==> src/rtl/instruction_fetch_unit_pkg.sv <==
// Shared constants, state encoding and helpers for the Mini-MIPS fetch stage.
package instruction_fetch_unit_pkg;

  localparam int ADDR_W = 10;
  localparam int DATA_W = 32;

  localparam logic [ADDR_W-1:0] RESET_PC   = 10'd0;
  localparam logic [DATA_W-1:0] HALT_INSTR = 32'hFC00_0000;
  localparam logic [ADDR_W-1:0] PC_ONE     = 10'd1;

  typedef enum logic [1:0] {
    ST_IDLE   = 2'd0,
    ST_RUN    = 2'd1,
    ST_HALTED = 2'd2
  } fetch_state_e;

  // Instruction counter stops at all-ones rather than wrapping back to zero.
  function automatic logic [31:0] sat_inc(input logic [31:0] v);
    return (v == 32'hFFFF_FFFF) ? v : v + 32'd1;
  endfunction

endpackage

==> src/rtl/instruction_fetch_unit_if.sv <==
// Control, instruction-memory read port and IF/ID outputs of the fetch stage.
interface instruction_fetch_unit_if;
  import instruction_fetch_unit_pkg::*;

  logic              start;
  logic              stall;
  logic              redirect_valid;
  logic [ADDR_W-1:0] redirect_pc;
  logic [ADDR_W-1:0] imem_addr;
  logic [DATA_W-1:0] imem_data;
  logic              if_valid;
  logic [DATA_W-1:0] if_instr;
  logic [ADDR_W-1:0] if_pc;
  logic              halted;
  logic [31:0]       fetch_count;

  // Core side: loader/decode/memory drive the fetch unit and observe it.
  modport master (
    output start, stall, redirect_valid, redirect_pc, imem_data,
    input  imem_addr, if_valid, if_instr, if_pc, halted, fetch_count
  );

  // Fetch unit side.
  modport slave (
    input  start, stall, redirect_valid, redirect_pc, imem_data,
    output imem_addr, if_valid, if_instr, if_pc, halted, fetch_count
  );

endinterface

==> src/rtl/instruction_fetch_unit.sv <==
// Fetch stage: owns the PC, reads instruction memory combinationally and
// registers the result into the IF/ID register.
//
// state     | meaning
// ----------+---------------------------------------------------------------
// ST_IDLE   | waiting for start after reset; redirect/stall ignored
// ST_RUN    | fetching one word per non-stalled cycle; redirect flushes IF/ID
// ST_HALTED | HALT word captured; PC frozen until the next start
module instruction_fetch_unit
  import instruction_fetch_unit_pkg::*;
(
  input logic                    clk,
  input logic                    rst_n,
  instruction_fetch_unit_if.slave bus
);

  fetch_state_e      state_q, state_d;
  logic [ADDR_W-1:0] pc_q, pc_d;
  logic              if_valid_q, if_valid_d;
  logic [DATA_W-1:0] if_instr_q, if_instr_d;
  logic [ADDR_W-1:0] if_pc_q, if_pc_d;
  logic              halted_q, halted_d;
  logic [31:0]       fetch_count_q, fetch_count_d;

  // Next-state, PC mux and IF/ID register update for one clock edge.
  always_comb begin
    state_d       = state_q;
    pc_d          = pc_q;
    if_valid_d    = if_valid_q;
    if_instr_d    = if_instr_q;
    if_pc_d       = if_pc_q;
    halted_d      = halted_q;
    fetch_count_d = fetch_count_q;

    unique case (state_q)
      ST_IDLE: begin
        if (bus.start) begin
          state_d       = ST_RUN;
          pc_d          = RESET_PC;
          fetch_count_d = 32'd0;
          if_valid_d    = 1'b0;
        end
      end

      ST_RUN: begin
        // Redirect wins over stall and over a wrong-path HALT word.
        if (bus.redirect_valid) begin
          pc_d       = bus.redirect_pc;
          if_valid_d = 1'b0;
        end else if (!bus.stall) begin
          if_instr_d    = bus.imem_data;
          if_pc_d       = pc_q;
          if_valid_d    = 1'b1;
          fetch_count_d = sat_inc(fetch_count_q);
          if (bus.imem_data == HALT_INSTR) begin
            state_d  = ST_HALTED;
            halted_d = 1'b1;
          end else begin
            pc_d = pc_q + PC_ONE;
          end
        end
      end

      ST_HALTED: begin
        if (bus.start) begin
          state_d       = ST_RUN;
          pc_d          = RESET_PC;
          halted_d      = 1'b0;
          fetch_count_d = 32'd0;
          if_valid_d    = 1'b0;
        end else if (!bus.stall) begin
          // HALT word stays visible to decode until it is consumed.
          if_valid_d = 1'b0;
        end
      end

      default: state_d = ST_IDLE;
    endcase
  end

  // State and IF/ID register with asynchronous clear.
  always_ff @(posedge clk or negedge rst_n) begin
    if (!rst_n) begin
      state_q       <= ST_IDLE;
      pc_q          <= RESET_PC;
      if_valid_q    <= 1'b0;
      if_instr_q    <= '0;
      if_pc_q       <= '0;
      halted_q      <= 1'b0;
      fetch_count_q <= 32'd0;
    end else begin
      state_q       <= state_d;
      pc_q          <= pc_d;
      if_valid_q    <= if_valid_d;
      if_instr_q    <= if_instr_d;
      if_pc_q       <= if_pc_d;
      halted_q      <= halted_d;
      fetch_count_q <= fetch_count_d;
    end
  end

  assign bus.imem_addr   = pc_q;
  assign bus.if_valid    = if_valid_q;
  assign bus.if_instr    = if_instr_q;
  assign bus.if_pc       = if_pc_q;
  assign bus.halted      = halted_q;
  assign bus.fetch_count = fetch_count_q;

endmodule
==> src/flat_wrapper.sv <==
// flat-port wrapper written by rule: the top's interface ports become plain ports
module instruction_fetch_unit_flat import instruction_fetch_unit_pkg::*;
  (clk, rst_n, bus_start, bus_stall, bus_redirect_valid, bus_redirect_pc, bus_imem_data, bus_imem_addr, bus_if_valid, bus_if_instr, bus_if_pc, bus_halted, bus_fetch_count);
  instruction_fetch_unit_if bus_i ();
  input logic clk;
  input logic rst_n;
  input wire logic [$bits(bus_i.start)-1:0] bus_start;
  input wire logic [$bits(bus_i.stall)-1:0] bus_stall;
  input wire logic [$bits(bus_i.redirect_valid)-1:0] bus_redirect_valid;
  input wire logic [$bits(bus_i.redirect_pc)-1:0] bus_redirect_pc;
  input wire logic [$bits(bus_i.imem_data)-1:0] bus_imem_data;
  output wire logic [$bits(bus_i.imem_addr)-1:0] bus_imem_addr;
  output wire logic [$bits(bus_i.if_valid)-1:0] bus_if_valid;
  output wire logic [$bits(bus_i.if_instr)-1:0] bus_if_instr;
  output wire logic [$bits(bus_i.if_pc)-1:0] bus_if_pc;
  output wire logic [$bits(bus_i.halted)-1:0] bus_halted;
  output wire logic [$bits(bus_i.fetch_count)-1:0] bus_fetch_count;
  assign bus_i.start = bus_start;
  assign bus_i.stall = bus_stall;
  assign bus_i.redirect_valid = bus_redirect_valid;
  assign bus_i.redirect_pc = bus_redirect_pc;
  assign bus_i.imem_data = bus_imem_data;
  assign bus_imem_addr = bus_i.imem_addr;
  assign bus_if_valid = bus_i.if_valid;
  assign bus_if_instr = bus_i.if_instr;
  assign bus_if_pc = bus_i.if_pc;
  assign bus_halted = bus_i.halted;
  assign bus_fetch_count = bus_i.fetch_count;
  instruction_fetch_unit u_core (.clk(clk), .rst_n(rst_n), .bus(bus_i));
endmodule
==> config.mk <==
export PLATFORM = sky130hd
export DESIGN_NAME = instruction_fetch_unit_flat
export DESIGN_NICKNAME = d
export VERILOG_FILES = /design/src/rtl/instruction_fetch_unit_pkg.sv /design/src/rtl/instruction_fetch_unit_if.sv /design/src/rtl/instruction_fetch_unit.sv /design/src/flat_wrapper.sv
export SDC_FILE = /design/constraint.sdc
export NUM_CORES = 1
export LEC_CHECK = 0
export ABC_AREA = 1
export CAP_MARGIN = 20
export CORE_AREA = 5 5 103 105
export DETAILED_ROUTE_END_ITERATION = 12
export DIE_AREA = 0 0 108 110
export PLACE_DENSITY_LB_ADDON = 0.1
export SYNTH_ARGS = -nofsm -noshare
export SYNTH_HDL_FRONTEND = slang
export SYNTH_SLANG_ARGS = --single-unit
export TNS_END_PERCENT = 10
==> constraint.sdc <==
create_clock -name clk -period 4.31 [get_ports clk]
set_clock_uncertainty 0.05 [all_clocks]
set_input_delay 0.431 -clock clk [delete_from_list [all_inputs] [get_ports clk]]
set_output_delay 0.431 -clock clk [all_outputs]
set_load 0.02 [all_outputs]
Word level (Yosys, flattened, before mapping)
Cells that the tools add are included.
{"block": "totals", "reg_bits": 88, "inputBits": 47, "output_inout_bits": 86, "word_cells": 61}
{"block": "op_classes", "addsub": 2, "n_eq_ne": 14, "muxes": 25, "bitwise_logic": 2, "n_reduce_logical": 11}
{"op": "$mux 32", "n": 4}
{"op": "$eq 32x32->1 const B", "n": 2}
{"op": "$pmux 32 s2", "n": 1}
{"op": "$mux 10", "n": 4}
{"op": "$add 32x1->32 const B", "n": 1}
{"op": "$pmux 10 s2", "n": 1}
{"op": "$reduce_and 4->1", "n": 3}
{"op": "$add 10x1->10 const B", "n": 1}
{"op": "$ne 2x2->1 const B", "n": 5}
{"op": "$reduce_and 5->1", "n": 2}
{"op": "$ne 3x3->1 const B", "n": 3}
{"op": "$mux 1", "n": 8}
{"op": "$mux 2", "n": 4}
{"op": "$ne 2x1->1 const B", "n": 2}
{"op": "$pmux 2 s2", "n": 1}
{"op": "$reduce_bool 2->1", "n": 2}
{"op": "$pmux 1 s3", "n": 1}
{"op": "$reduce_and 3->1", "n": 1}
{"op": "$reduce_bool 3->1", "n": 1}
{"op": "$eq 2x1->1 const B", "n": 1}
{"op": "$eq 2x2->1 const B", "n": 1}
{"op": "$logic_not 2->1", "n": 1}
{"op": "$not 1->1", "n": 2}
{"op": "$pmux 1 s2", "n": 1}
{"op": "$reduce_or 2->1", "n": 1}

Longest topological paths before layout
{"block": "depth", "depth_word": 5, "mapped_depth": 11, "mapped_depth_nobuf": 11}

Worst setup path before layout
No wires, ideal clock.
{"block": "synth_timing", "path_type": "flip-flop to flip-flop", "startpoint": "reg u_core.fetch_count_q[0] (netlist: u_core.bus.fetch_count[0])", "endpoint": "reg u_core.fetch_count_q[0] (netlist: u_core.bus.fetch_count[0])", "setup_ps": 131, "t_arrival_ps": 1760, "required_ps": 4129, "path_slack_ps": 2368, "path_stages_with_launch": 10, "n_path_buf": 1, "period_less_slack_ps": 1942, "cell_sequence": "dfrtp_1 > ha_1 > inv_2 > nor2_4 > nand2_4 > nor2_8 > nand3_4 > nand3_4 > buf_6 > o21ai_2"}
{"block": "synth_between", "elab_chain_cells": 5, "elab_cells_between_ends": 8, "cone_classes": "add/sub: 1; eq/ne: 2; mux: 4; reduce/logical: 1"}
{"element": "start: declaration", "line": "instruction_fetch_unit.sv:23", "text": "logic [31:0] fetch_count_q, fetch_count_d;"}
{"element": "start signal: assignment", "line": "instruction_fetch_unit.sv:98", "text": "fetch_count_q <= fetch_count_d;"}
{"element": "$add 32x1->32", "line": "instruction_fetch_unit_pkg.sv:19", "text": "return (v == 32'hFFFF_FFFF) ? v : v + 32'd1;"}
{"element": "$mux 32", "line": "instruction_fetch_unit_pkg.sv:19"}
{"element": "$mux 32", "line": "instruction_fetch_unit.sv:50", "text": "end else if (!bus.stall) begin"}
{"element": "$mux 32", "line": "instruction_fetch_unit.sv:47", "text": "if (bus.redirect_valid) begin"}
{"element": "$pmux 32 s2", "line": "instruction_fetch_unit.sv:35", "text": "unique case (state_q)"}
Several ways; a longest one is shown, not always the timed one. The select of a mux whose other input is x is not followed.
A chain may end at the register's enable or synchronous reset.

Worst setup path after layout
{"block": "layout_timing", "startpoint": "reg u_core.state_q[0]", "endpoint": "reg u_core.if_instr_q[9] (netlist: u_core.bus.if_instr[9])"}
{"block": "layout_between", "elab_chain_cells": 2}
{"element": "start: declaration", "line": "instruction_fetch_unit.sv:17", "text": "fetch_state_e state_q, state_d;"}
{"element": "start signal: assignment", "line": "instruction_fetch_unit.sv:92", "text": "state_q <= state_d;"}
{"element": "$eq 2x1->1", "line": "instruction_fetch_unit.sv:35"}
{"element": "$reduce_and 3->1 (no source line)"}
{"element": "end signal: assignment", "line": "instruction_fetch_unit.sv:95", "text": "if_instr_q <= if_instr_d;"}
{"element": "end: declaration", "line": "instruction_fetch_unit.sv:20", "text": "logic [DATA_W-1:0] if_instr_q, if_instr_d;"}
No other way between the ends.

==> impl_metrics.py <==
metrics = {
    "detailed_routing": {
        "wl_met2_mm": 5.90,
        "routed.top_layer": "met4",
        "drtIter0Drc": 136,
        "viasPerCell": 4.93,
        "drt-met1-wl_mm": 4.80,
        "drtPass1Iterations": 5,
        "dr_wl_met3_um": 577,
        "post-route-drc-count": 0,
        "wl_per_cell_um": 13.8,
        "vias": 4103,
        "antenna_left": 0,
        "drt-total-wl_mm": 11.5,
    },
    "clocking": {
        "cts_sinks": 88,
        "tritoncts.num_buffers": 9,
        "clk_latency_ns": 0.36,
        "post-cts-setup-buffers": 0,
        "cts_hold_buf": 0,
        "cts_buffer_depth": 2,
        "cts.clk_slew.worst_paths_ns": 0.09,
        "root_buffer": "clkbuf_8",
        "h-tree-depth": 3,
        "cts_tree": "done",
        "ctsResizeCount": 0,
    },
    "floorplan": {
        "core-area_mm2": 0.00955,
        "die_h_um": 110,
        "die_w_um": 108,
        "ios": 133,
        "die_area_mm2": 0.0119,
        "initial_core_util": 0.503,
        "rows": 36,
    },
    "cells_and_area": {
        "layout_common_cells": "176 x nand2_1, 131 x clkdlybuf4s50_1, 88 x dfrtp_1",
        "area_growth_pct": 33.4,
        "nNetsFinal": 744,
        "drive_gt1_frac": 0.157,
        "stdcell_count": 832,
        "n_antenna_cell": 0,
        "final_common_cell": "nand2_1",
        "nFillCells": 838,
    },
    "logic_synthesis": {
        "ys_ff_latch": 88,
        "async_reset_ff_frac": 1.00,
        "synth_edf_count": 0,
        "yosys_warnings": 0,
        "dominantRegCellSynth": "dfrtp_1",
        "syn_area_per_cell_um2": 8.51,
        "synthCells": 564,
        "synth.distinct_cells": 30,
        "synth_seq_area_share": 0.459,
        "synth_nets": 613,
        "synthesis.area_mm2": 0.00480,
    },
    "sta": {
        "maxSlewViolCount": 0,
        "setup_violations": 0,
        "hold_slack_ns": 0.00470,
        "rsz0062_at_grt": "false",
        "finalHoldViolations": 0,
        "finalCritPeriodShare": 0.553,
        "worstMarginPinSlew_ns": 1.02,
        "relSlewSlack": 0.315,
        "fin_tns_setup_ns": 0,
        "fmax_mhz": 420,
        "fin_ws_ns": 1.93,
        "min_period_ns": 2.38,
    },
    "run_status": {
        "status": "finished, final reports clean",
    },
    "critical_path": {
        "startpoint_type": "flop",
        "critical_path_buf_inv_count": 1,
        "crit_type": "reg2reg",
        "path_max_fanout": 50,
        "crit_family": "simple AND/OR/NAND/NOR gates",
        "crit_arrival_ns": 2.58,
        "slowest_stage": "dfrtp_1",
        "crit_start": "u_core.state_q[0]",
        "crit_chain": "inv_2 -> nor2_4 -> nand2_2 -> mux2_2",
        "cp-end-kind": "flop",
        "crit_required_ns": 4.50,
        "timing.rr.start": "u_core.state_q[0]",
        "slowest_delay_ns": 0.70,
    },
    "global_routing": {
        "grt_overflow": 0,
        "grt_max_degree": 51,
        "grtUsageTotal": 0.203,
        "grt_pass1_vias": 4080,
        "antenna_found_initial": 0,
        "grt_pass1_wl_mm": 19.1,
    },
    "power_and_ir_drop": {
        "p_leak_nw": 2.61,
        "power.total_mw": 3.39,
        "powerDensity_mw_per_mm2": 529,
        "vdd_drop_max_mv": 0.355,
    },
    "flow_run": {
        "maxCapViolCount": 0,
    },
    "worst_hold_path": {
        "hp-class": "in2async",
    },
    "place": {
        "dp.cells": 817,
        "pre_cts_slack_ns": 1.78,
        "hpwl_mm": 8.81,
        "gp_congestion": 0.873,
        "portBuffers": 132,
    },
}
registers in the layout, indices dropped and copies added (netlist names):
signal	flops
u_core.bus.fetch_count	32
u_core.bus.halted	1
u_core.bus.if_instr	32
u_core.bus.if_pc	10
u_core.bus.if_valid	1
u_core.bus.imem_addr	10
u_core.state_q	2
area by class of cell:
type	count	area, µm²	share of cell area
clock buffer	9	124	0.0193
clock inverter	6	93.8	0.0147
inverter	35	131	0.0205
multi-input combinational	428	2360	0.369
sequential	88	2200	0.344
tap	133	166	0.0260
timing repair buffer	133	1330	0.207
power by group:
group | switching (mW) | internal, mW
registers | 0.204 | 1.08
logic | 0.782 | 0.699
clock network | 0.301 | 0.328
total | 1.29 | 2.10
cells by family after synthesis:
logic type / share of synthesized area
fa+ha+maj: 0.00521
simple gates: 0.283
buf+inv: 0.0500
mux: 0.0821
compound gates: 0.0787
flops: 0.459
xor+xnor: 0.0420
path summary, 6_finish.rpt:
kind	endpoint	slack [ns]	cells after the start
min	u_core.bus.if_instr[6]	0.005	1
min in group clk	u_core.bus.if_pc[8]	0.44	2
min reg2reg	u_core.bus.if_pc[8]	0.44	2
max in group asynchronous	u_core.bus.if_instr[22]	3.21	2
max	u_core.bus.if_instr[9]	1.93	4
max reg2reg	u_core.bus.if_instr[9]	1.93	4
metrics by stage:
| step | util | area [µm²] |
|---|---|---|
| 2_1_floorplan | - | 4800 |
| 3_3_place_gp | 0.648 | 6190 |
| 3_5_place_dp | 0.648 | 6190 |
| 4_1_cts | 0.671 | 6400 |
| 5_1_grt | 0.671 | 6400 |
| 6_report | 0.671 | 6400 |
cell usage after synthesis, types with 4 or more instances:
master | number | area share
nand2_1 | 177 | 0.14
nor2_4 | 5 | 0.012
o21ai_0 | 28 | 0.029
a21oi_1 | 4 | 0.0042
nor2_1 | 75 | 0.059
buf_2 | 5 | 0.0052
nand2_2 | 14 | 0.018
nand3_1 | 28 | 0.029
xor2_1 | 6 | 0.011
inv_1 | 31 | 0.024
dfrtp_1 | 88 | 0.46
mux2_2 | 35 | 0.082
o21ai_2 | 24 | 0.044
inv_2 | 4 | 0.0031
xnor2_1 | 17 | 0.031
layer usage:
layer  track usage  vias up
li1              -     2056
met1         0.246     1929
met2         0.357      100
met3        0.0478       18
met4        0.0667        0
met5             0        -
No activity file was read; power rests on OpenSTA's default activity.
